<file path="config.mk">
export PLATFORM = sky130hd
export DESIGN_NAME = array_15_arb
export DESIGN_NICKNAME = d
export VERILOG_FILES = /design/src/rtl/array_15_arb.sv
export SDC_FILE = /design/constraint.sdc
export NUM_CORES = 1
export LEC_CHECK = 0
export ABC_CLOCK_PERIOD_IN_PS = 3070
export CAP_MARGIN = 20
export CORE_AREA = 2 2 219 221
export DETAILED_ROUTE_END_ITERATION = 8
export DIE_AREA = 0 0 221 223
export GPL_TIMING_DRIVEN = 0
export PLACE_DENSITY_LB_ADDON = 0.08
export SYNTH_ARGS = -nofsm -noshare
export SYNTH_HDL_FRONTEND = slang
export SYNTH_SLANG_ARGS = --single-unit
</file>
<file path="constraint.sdc">
create_clock -name clock -period 3.07 [get_ports clock]
set_clock_uncertainty 0.2 [all_clocks]
set_input_delay 0.614 -clock clock [delete_from_list [all_inputs] [get_ports clock]]
set_output_delay 0.614 -clock clock [all_outputs]
set_load 0.05 [all_outputs]
</file>
<file path="src/rtl/array_15_arb.sv">
// Round-robin arbiter/sequencer sharing one single-port 512x84 SRAM macro between two requesters.
// Optional ARRAY_INIT_EN: zero-fill sweep of the whole array after reset (busy high while sweeping).
module array_15_arb #(
  parameter int unsigned ADDR_W = 9,
  parameter int unsigned DATA_W = 84,
  parameter int unsigned LANES  = 4
) (
  input  logic              clock,
  input  logic              reset_n,

  input  logic              req0_valid,
  output logic              req0_ready,
  input  logic              req0_write,
  input  logic [ADDR_W-1:0] req0_addr,
  input  logic [LANES-1:0]  req0_mask,
  input  logic [DATA_W-1:0] req0_wdata,
  output logic              resp0_valid,
  output logic [DATA_W-1:0] resp0_data,

  input  logic              req1_valid,
  output logic              req1_ready,
  input  logic              req1_write,
  input  logic [ADDR_W-1:0] req1_addr,
  input  logic [LANES-1:0]  req1_mask,
  input  logic [DATA_W-1:0] req1_wdata,
  output logic              resp1_valid,
  output logic [DATA_W-1:0] resp1_data,

  output logic              sram_en,
  output logic              sram_wmode,
  output logic [ADDR_W-1:0] sram_addr,
  output logic [LANES-1:0]  sram_wmask,
  output logic [DATA_W-1:0] sram_wdata,
  input  logic [DATA_W-1:0] sram_rdata,

  output logic              busy
);

  typedef enum logic {ST_INIT = 1'b0, ST_RUN = 1'b1} state_t;

`ifdef ARRAY_INIT_EN
  localparam state_t RST_STATE = ST_INIT;
`else
  localparam state_t RST_STATE = ST_RUN;
`endif

  state_t            state_q, state_d;
  logic [ADDR_W-1:0] init_cnt_q, init_cnt_d;
  logic              rr_ptr_q;
  logic              rd_pend_q;
  logic              rd_id_q;
  logic              gnt0, gnt1;
  logic              fire;
  logic              fire_write;

  // State, round-robin pointer and read-return tracking.
  always_ff @(posedge clock or negedge reset_n) begin
    if (!reset_n) begin
      state_q    <= RST_STATE;
      init_cnt_q <= '0;
      rr_ptr_q   <= 1'b0;
      rd_pend_q  <= 1'b0;
      rd_id_q    <= 1'b0;
    end else begin
      state_q    <= state_d;
      init_cnt_q <= init_cnt_d;
      if (fire) begin
        rr_ptr_q <= gnt0;
      end
      rd_pend_q <= fire && !fire_write;
      if (fire && !fire_write) begin
        rd_id_q <= gnt1;
      end
    end
  end

  // Next state, grant and macro drive; nothing reaches the macro while reset is held.
  always_comb begin
    state_d    = state_q;
    init_cnt_d = init_cnt_q;
    gnt0       = 1'b0;
    gnt1       = 1'b0;
    fire_write = 1'b0;
    sram_en    = 1'b0;
    sram_wmode = 1'b0;
    sram_addr  = '0;
    sram_wmask = '0;
    sram_wdata = '0;
    case (state_q)
      ST_INIT: begin
        if (reset_n) begin
          sram_en    = 1'b1;
          sram_wmode = 1'b1;
          sram_addr  = init_cnt_q;
          sram_wmask = '1;
          init_cnt_d = init_cnt_q + ADDR_W'(1);
          if (init_cnt_q == '1) begin
            state_d = ST_RUN;
          end
        end
      end
      ST_RUN: begin
        if (reset_n) begin
          gnt1 = req1_valid && (!req0_valid || rr_ptr_q);
          gnt0 = req0_valid && !gnt1;
          if (gnt1) begin
            sram_en    = 1'b1;
            sram_wmode = req1_write;
            sram_addr  = req1_addr;
            sram_wmask = req1_mask;
            sram_wdata = req1_wdata;
            fire_write = req1_write;
          end else if (gnt0) begin
            sram_en    = 1'b1;
            sram_wmode = req0_write;
            sram_addr  = req0_addr;
            sram_wmask = req0_mask;
            sram_wdata = req0_wdata;
            fire_write = req0_write;
          end
        end
      end
      default: state_d = RST_STATE;
    endcase
  end

  assign fire       = gnt0 | gnt1;
  assign req0_ready = gnt0;
  assign req1_ready = gnt1;

  // Read data is steered to whoever issued the read one cycle earlier.
  assign resp0_valid = rd_pend_q && !rd_id_q;
  assign resp1_valid = rd_pend_q && rd_id_q;
  assign resp0_data  = resp0_valid ? sram_rdata : '0;
  assign resp1_data  = resp1_valid ? sram_rdata : '0;

`ifdef ARRAY_INIT_EN
  assign busy = (state_q == ST_INIT);
`else
  assign busy = 1'b0;
`endif

endmodule

</file>
==> results of run 1 <==
-- power by group through the flow --
stage	sequential (W)	combinational, W	clock (W)
final	0.000269	0.000682	0.000250
after global routing	0.000278	0.000728	0.000270
after CTS	0.000269	0.000692	0.000259
after detailed placement	0.000269	0.000701	0
after global placement	0.000272	0.000701	0
after floorplan	0.000254	0.000224	0
-- metal layers --
layer,GRT usage,vias to the layer above,share of wire
met1,0.115,2333,0.36
met3,0.0286,12,0.068
met4,0.0110,2,0.0075
li1,-,2568,-
met2,0.219,253,0.56
met5,0,-,0.00045
-- final timing paths --
kind                               start            end  slack (ns)  cells past startpoint
max reg2reg                init_cnt_q[0]  init_cnt_q[8]        1.32                      4
max                           req0_valid   sram_addr[5]        0.05                      7
min reg2reg                init_cnt_q[7]  init_cnt_q[7]        0.31                      1
max in group asynchronous        reset_n        state_q        2.38                      1
min                              reset_n  init_cnt_q[6]        0.03                      1
min in group clock         init_cnt_q[7]  init_cnt_q[7]        0.31                      1
-- state kept, by name (all words and copies together), names as in the netlist --
signal / flops
rd_pend_q: 1
state_q: 1
init_cnt_q: 9
rd_id_q: 1
rr_ptr_q: 1
-- cells in the final DEF (no fill, tap or decap), types with 3 or more instances in the layout --
master / count
clkdlybuf4s50_1: 301
and2_1: 94
and3_1: 84
a22o_1: 81
clkdlybuf4s15_2: 76
dlygate4sd2_1: 67
buf_4: 42
buf_2: 42
clkbuf_2: 26
buf_6: 12
clkbuf_1: 12
clkbuf_4: 12
a221o_1: 10
dfrtp_1: 10
xnor2_1: 6
dlymetal6s2s_1: 6
a21oi_1: 5
clkdlybuf4s18_2: 5
a32oi_1: 4
inv_1: 3
a22o_4: 3
clkbuf_16: 3
clkdlybuf4s15_1: 3
-- final cells by class --
class                           instances  area, um^2
Buffer                                 52         333
Clock buffer                            3        75.1
Clock inverter                          1        5.00
Fill cell                            5322       38000
Inverter                                3        11.3
Multi-Input combinational cell        319        2370
Sequential cell                        13         329
Tap cell                              615         769
Timing Repair Buffer                  555        5250
-- logic make-up (layout without fill, tap and decap cells) --
kind of cell,Yosys count,after routing,share of synthesized area
other,1,1,0.00127
adder cells (fa/ha/maj),2,2,0.00849
buffers and inverters,55,614,0.0997
flip-flops,13,13,0.111
XOR/XNOR,7,7,0.0208
multiplexers,2,2,0.00764
AND/OR/NAND/NOR,196,196,0.424
AO/OA/AOI/OAI,111,111,0.327
-- repair_timing --
action / CTS / global route
setup endpoints to repair: 267 / 136
setup buffers: 2 / 0
pin swaps: 1 / 0
endpoints found under the hold margin: 0 / 0
resized for setup: 776 / 100
cloned: 0 / 0
-- through the flow --
stage	TNS, ns	hold slack (ns)	area, um^2	power, W	worst slack, ns
floorplan	0	0.118	2950	0.000478	0.265
global placement	-202.38	0.289	9250	0.000973	-1.80
detailed placement	-198.24	0.289	9250	0.000969	-1.75
CTS	0	0.0360	9270	0.00122	0.000487
global route	-0.0593	0.0398	9140	0.00128	-0.0521
finish	0	0.0322	9140	0.00120	0.0547
==> summary.md, run 1 <==
| Metric | Value |
|---|---|
| Maximum level of the CTS H-tree | 1 |
| Number of maximum-capacitance constraint violations | 0 |
| Standard-cell row count | 80 |
| Cell types with the largest area share after synthesis | a22o_1 (25%), and2_1 (20%), and3_1 (18%), dfrtp_1 (10%), clkbuf_1 (3.6%) |
| Count of unresolved DRC violations after routing | 0 |
| Top cell type by total area after synthesis | a22o_1 |
| RSZ-0062 raised after global routing | true |
| Highest cell delay on the worst timing path | approximately 0.35 ns |
| Share of the clock period used by the worst path | 0.982 |
| Height of the die | 223 um |
| Vias after detailed routing | 5168 |
| IR Drop Worst-Case VDD | about 150 uV |
| Crit path buffers/inverters | 4 |
| Most numerous cell in the Yosys netlist | and2_1 |
| Type of the most critical hold path | in -> async |
| Data required, critical path | approximately 2.3 ns |
| Share of power burned in combinational logic | 0.568 |
| Global placement routability congestion | roughly 0.73 |
| Number of buffers on the longest clock path | 2 |
| Initial antenna violation count | 2 |
| CTS clock-pin slew for the worst setup and hold paths | 0.05 ns |
| # diodes | 0 |
| Clock network fraction of design power | 0.208 |
| Arrival time reported for the critical path endpoint | between 2 and 2.5 ns |
| Final wirelength | between 20 and 30 mm |
| GRT Total Usage | 0.109 |
| Slowest stage cell, crit path | a221o_1 |
| Shortest clock period the worst path allows after layout | approximately 3 ns |
| Actual slew at the worst max-slew pin | between 0.5 and 0.6 ns |
| Internal | between 0.0008 and 0.0009 W |
| Final core area utilization | 0.194 |
| Final Instance Count excl. Fillers | approximately 1600 |
| Source-to-sink clock delay at the later pin of the worst-skew pair | ~0.25 ns |
| Final HPWL DP | ~25 mm |
| Final number of max-transition violations | 0 |
| Number of design-rule violations left by the first detailed-router iteration | 103 |
| Largest net degree at the start of global routing | 19 |
| Number of primary I/O pins | around 560 |
| Initial Utilization | 0.0625 |
| Width of the chip | approximately 220 um |
| Vias in the first global route | approximately 5400 |
| Detail-routed net length per standard cell | ~18 um |
| Count of nets after finishing | between 1000 and 1500 |
| Outcome | completed |
| Remaining global-route overflow | 0 |
| Static leakage power | around 4.4 nW |
| Per-cell via count in the routed design | ~3.3 |
| Yosys reg bits | 13 |
| Largest fanout of any net on the critical path | 10 |
| CTS Buf Count | 3 |
| Post-synth top cells | and2_1 (94), a22o_1 (84), and3_1 (84) |
| Layout cells sized above 1 | 0.251 |
| Switching power summed over all nets | 0.000388 W |
| Post-detailed-route count of antenna-violating nets | 0 |
| Kind of launch point of the worst setup path | input port |
| Number of nets in the synthesized netlist | 673 |
| CTS sink cnt | 13 |
| Number of distinct standard cells referenced by the synthesized netlist | 37 |
| Final setup viols | 0 |
| Warnings from Yosys | 0 |
| CP top delay family | buffers and inverters |
| Inst Count DP | between 1500 and 2000 |
| TritonCTS clock tree | yes |
| Die Outline Area | 49300 um^2 |
| Setup Crit Path Kind | in -> out |
| Synthesized instance count | 387 |
| Core ar. | about 47000 um^2 |
| IO Port Bufs | roughly 550 |
| Slew margin rel. | 0.610 |
| Clock Tree Root | clkbuf_16 |
| Async set or reset register ratio after synthesis | 1.00 |
| Cell area after synthesis | 2950 um^2 |
| Final number of hold-violating endpoints | 0 |
| Initial DRT Pass Iterations | 4 |
| Pwr dens | 131 nW/um^2 |
| Share of power burned in registers | 0.224 |
| Layout area overhead | 210% |
| Sequence of cells on the critical path | dlygate4sd2_1 > a21boi_4 > nor2b_4 > buf_6 > buf_2 > a221o_1 > clkdlybuf4s18_2 |
| Maximum operating frequency | about 0.33 GHz |
| Switching portion of total power | 0.323 |
| Critical path capture point type | output port |
| Number of enable-type register cells in the synthesized netlist | 0 |
| Area share of the largest cell type after synthesis | 0.250 |
| Number of buffers added to fix hold violations after cts | 0 |
| Leading register cell type out of synthesis | dfrtp_1 |
| Global-route wire length before repair | roughly 40 mm |
| Syn avg cell area | approximately 7.6 um^2 |
| Sequential area share after synthesis | 0.111 |
(Power assumes the default switching activity.)
==> run 2: changes to the inputs <==
--- a/config.mk
+++ b/config.mk
@@ -12,6 +12,7 @@
 export DIE_AREA = 0 0 221 223
 export GPL_TIMING_DRIVEN = 0
 export PLACE_DENSITY_LB_ADDON = 0.08
+export SLEW_MARGIN = 30
 export SYNTH_ARGS = -nofsm -noshare
 export SYNTH_HDL_FRONTEND = slang
 export SYNTH_SLANG_ARGS = --single-unit
==> results of run 2 <==
The final DEF is identical to that of run 1; final timing and power are the same.
==> run 3: changes to the inputs <==
--- a/config.mk
+++ b/config.mk
@@ -5,11 +5,11 @@
 export SDC_FILE = /design/constraint.sdc
 export NUM_CORES = 1
 export LEC_CHECK = 0
-export ABC_CLOCK_PERIOD_IN_PS = 3070
+export ABC_CLOCK_PERIOD_IN_PS = 2800
 export CAP_MARGIN = 20
-export CORE_AREA = 2 2 219 221
+export CORE_AREA = 2 2 217 219
 export DETAILED_ROUTE_END_ITERATION = 8
-export DIE_AREA = 0 0 221 223
+export DIE_AREA = 0 0 219 221
 export GPL_TIMING_DRIVEN = 0
 export PLACE_DENSITY_LB_ADDON = 0.08
 export SLEW_MARGIN = 30
==> constraint.sdc (replaced) <==
create_clock -name clock -period 2.8 [get_ports clock]
set_clock_uncertainty 0.2 [all_clocks]
set_input_delay 0.56 -clock clock [delete_from_list [all_inputs] [get_ports clock]]
set_output_delay 0.56 -clock clock [all_outputs]
set_load 0.05 [all_outputs]
==> run 3 against run 2 <==
Utilization up 0.13 points. Wire length up 3.4%. Sequential cell count unchanged. Register-to-register slack worse by 0.29 ns. First-iteration DRC count up 62%. Final cell count about the same. Via count up 3.5%.
==> summary.md, run 3 (synthesized netlist as in run 1, its figures left out) <==
| Metric | Value |
|---|---|
| Source-to-sink clock delay at the later pin of the worst-skew pair | 0.24 ns |
| Vias in the first global route | 5587 |
| Per-cell via count in the routed design | between 3 and 4 |
| Detail-routed net length per standard cell | about 19 um |
| Clock network fraction of design power | 0.211 |
| CTS sink cnt | 13 |
| CTS clock-pin slew for the worst setup and hold paths | roughly 0.050 ns |
| Register name with the most flops | init_cnt_q |
| Maximum level of the CTS H-tree | 1 |
| Slew margin rel. | 0.569 |
| Switching power summed over all nets | approximately 0.00042 W |
| CTS Buf Count | 3 |
| Most used cells in the layout excluding fill and tap cells | clkdlybuf4s50_1 (280), and2_1 (94), and3_1 (84), a22o_1 (83), clkdlybuf4s15_2 (64) |
| Count of nets after finishing | ~1200 |
| Post-detailed-route count of antenna-violating nets | 0 |
| Pwr dens | 145 nW/um^2 |
| Outcome | completed |
| Number of primary I/O pins | approximately 560 |
| Standard-cell row count | 79 |
| Final number of max-transition violations | 0 |
| Number of buffers on the longest clock path | 2 |
| Origin of the critical flop-to-flop path | init_cnt_q[2] |
| Critical path capture point type | output port |
| Clock Tree Root | clkbuf_16 |
| Global placement routability congestion | 0.772 |
| Setup Crit Path Kind | reg -> out |
| Vias after detailed routing | approximately 5400 |
| Actual slew at the worst max-slew pin | 0.644 ns |
| Setup TNS | 0 ns |
| Final wirelength | between 20 and 30 mm |
| Largest net degree at the start of global routing | 13 |
| Maximum operating frequency | between 0.3 and 0.4 GHz |
| Number of maximum-capacitance constraint violations | 0 |
| Count of unresolved DRC violations after routing | 0 |
| Global-route wire length before repair | roughly 40 mm |
| Width of the chip | 219 um |
| Remaining global-route overflow | 0 |
| Setup slack on the worst flop-to-flop path | 1.03 ns |
| Arrival time reported for the critical path endpoint | between 1.5 and 2 ns |
| Initial DRT Pass Iterations | 4 |
| Initial antenna violation count | 7 |
| Initial Utilization | 0.0640 |
| PnR Total Power | 0.00131 W |
| Share of the clock period used by the worst path | 0.969 |
| Capture instance of the worst register-to-register path | init_cnt_q[8] |
| Final HPWL DP | 26.2 mm |
| Share of power burned in registers | 0.226 |
| GRT Total Usage | 0.114 |
| Max reg flops | 9 |
| Final number of hold-violating endpoints | 0 |
| Shortest clock period the worst path allows after layout | roughly 2.7 ns |
| Die Outline Area | 48400 um^2 |
| Share of power burned in combinational logic | 0.563 |
| Kind of launch point of the worst setup path | flip-flop |
| Layout area overhead | 205% |
| Core ar. | between 40000 and 50000 um^2 |
| IR Drop Worst-Case VDD | 197 uV |
| Layout cells sized above 1 | 0.291 |
| Type of the most critical hold path | in -> async |
| TritonCTS clock tree | yes |
| Data required, critical path | roughly 2 ns |
| IO Port Bufs | 553 |
| Static leakage power | 4.32 nW |
| Number of design-rule violations left by the first detailed-router iteration | 167 |
| Final setup viols | 0 |
| Largest fanout of any net on the critical path | 10 |
| Commonest non-fill, non-tap cell in the layout | clkdlybuf4s50_1 |
| Depth of the most critical reg-to-reg path | 4 |
| Switching portion of total power | 0.319 |
| Internal | ~0.00089 W |
| Height of the die | 221 um |
==> run 3: cell count changes in the layout (fill, tap and decap cells not counted), moves of 6 or more <==
cell,before,now
buf_6,12,27
clkdlybuf4s50_1,301,280
clkbuf_2,26,38
clkdlybuf4s15_2,76,64
buf_2,42,55
dlygate4sd2_1,67,54
dlymetal6s2s_1,6,0
buf_4,42,59
==> run 3: power by group through the flow <==
stage	combinational (W)	clock, W	sequential (W)
floorplan	0.000246	0	0.000278
global placement	0.000761	0	0.000301
detailed placement	0.000760	0	0.000296
CTS	0.000745	0.000287	0.000297
global route	0.000787	0.000297	0.000306
finish	0.000736	0.000275	0.000295
==> run 3: what timing repair did <==
action | in CTS | in global routing
buffers inserted | 3 | 0
setup endpoints to repair | 271 | 175
gates resized for setup | 980 | 120
hold endpoints to repair | 12 | 0
hold buffers | 1 | 0
pin swaps | 2 | 0
==> run 3: worst max-delay path, cell delays in order (launching register included) <==
cell	delay [ns]
dfstp_2	0.52
buf_6	0.15
nand2_4	0.10
nor3_4	0.13
buf_4	0.15
buf_8	0.14
buf_6	0.15
a22o_1	0.18
buf_6	0.17
==> run 3: per-stage QoR <==
stage,hold WS (ns),cells,setup WS (ns),util,cell area (um^2)
floorplan,0.0644,387,0.103,-,2950
global placement,0.294,1547,-1.87,0.201,9240
detailed placement,0.292,1547,-1.81,0.201,9240
CTS,0.116,1555,0.000959,0.199,9180
global route,0.117,1560,-0.000234,0.195,8990
finish,0.115,1560,0.0870,0.195,8990
==> run 3: per-layer routing <==
| metal | GRT usage | part of all wire | vias up |
|---|---|---|---|
| li1 | - | - | 2580 |
| met1 | 0.113 | 0.35 | 2500 |
| met2 | 0.236 | 0.57 | 251 |
| met3 | 0.0234 | 0.065 | 18 |
| met4 | 0.0229 | 0.015 | 2 |
| met5 | 0 | 0.00044 | - |
==> run 3: worst max path at each step <==
stage	from	endpoint	slack [ns]	cells after the start
floorplan	req1_valid	sram_wdata[74]	0.10	6
global placement	reset_n	sram_wdata[17]	-1.87	6
detailed placement	reset_n	sram_wdata[34]	-1.81	7
CTS	rd_id_q	resp0_data[82]	0.001	4
global route	rd_pend_q	resp0_data[74]	-0.0002	4
finish	state_q	sram_wdata[29]	0.09	8
==> run 3: area by class of cell <==
type	count	area (um^2)
clock buffers	4	78.8
multi-input cells	319	2350
well taps	607	759
diodes	5	12.5
inverters	3	11.3
plain buffers	52	372
repair buffers	557	5080
flip-flops and latches	13	329
fillers	5270	37100
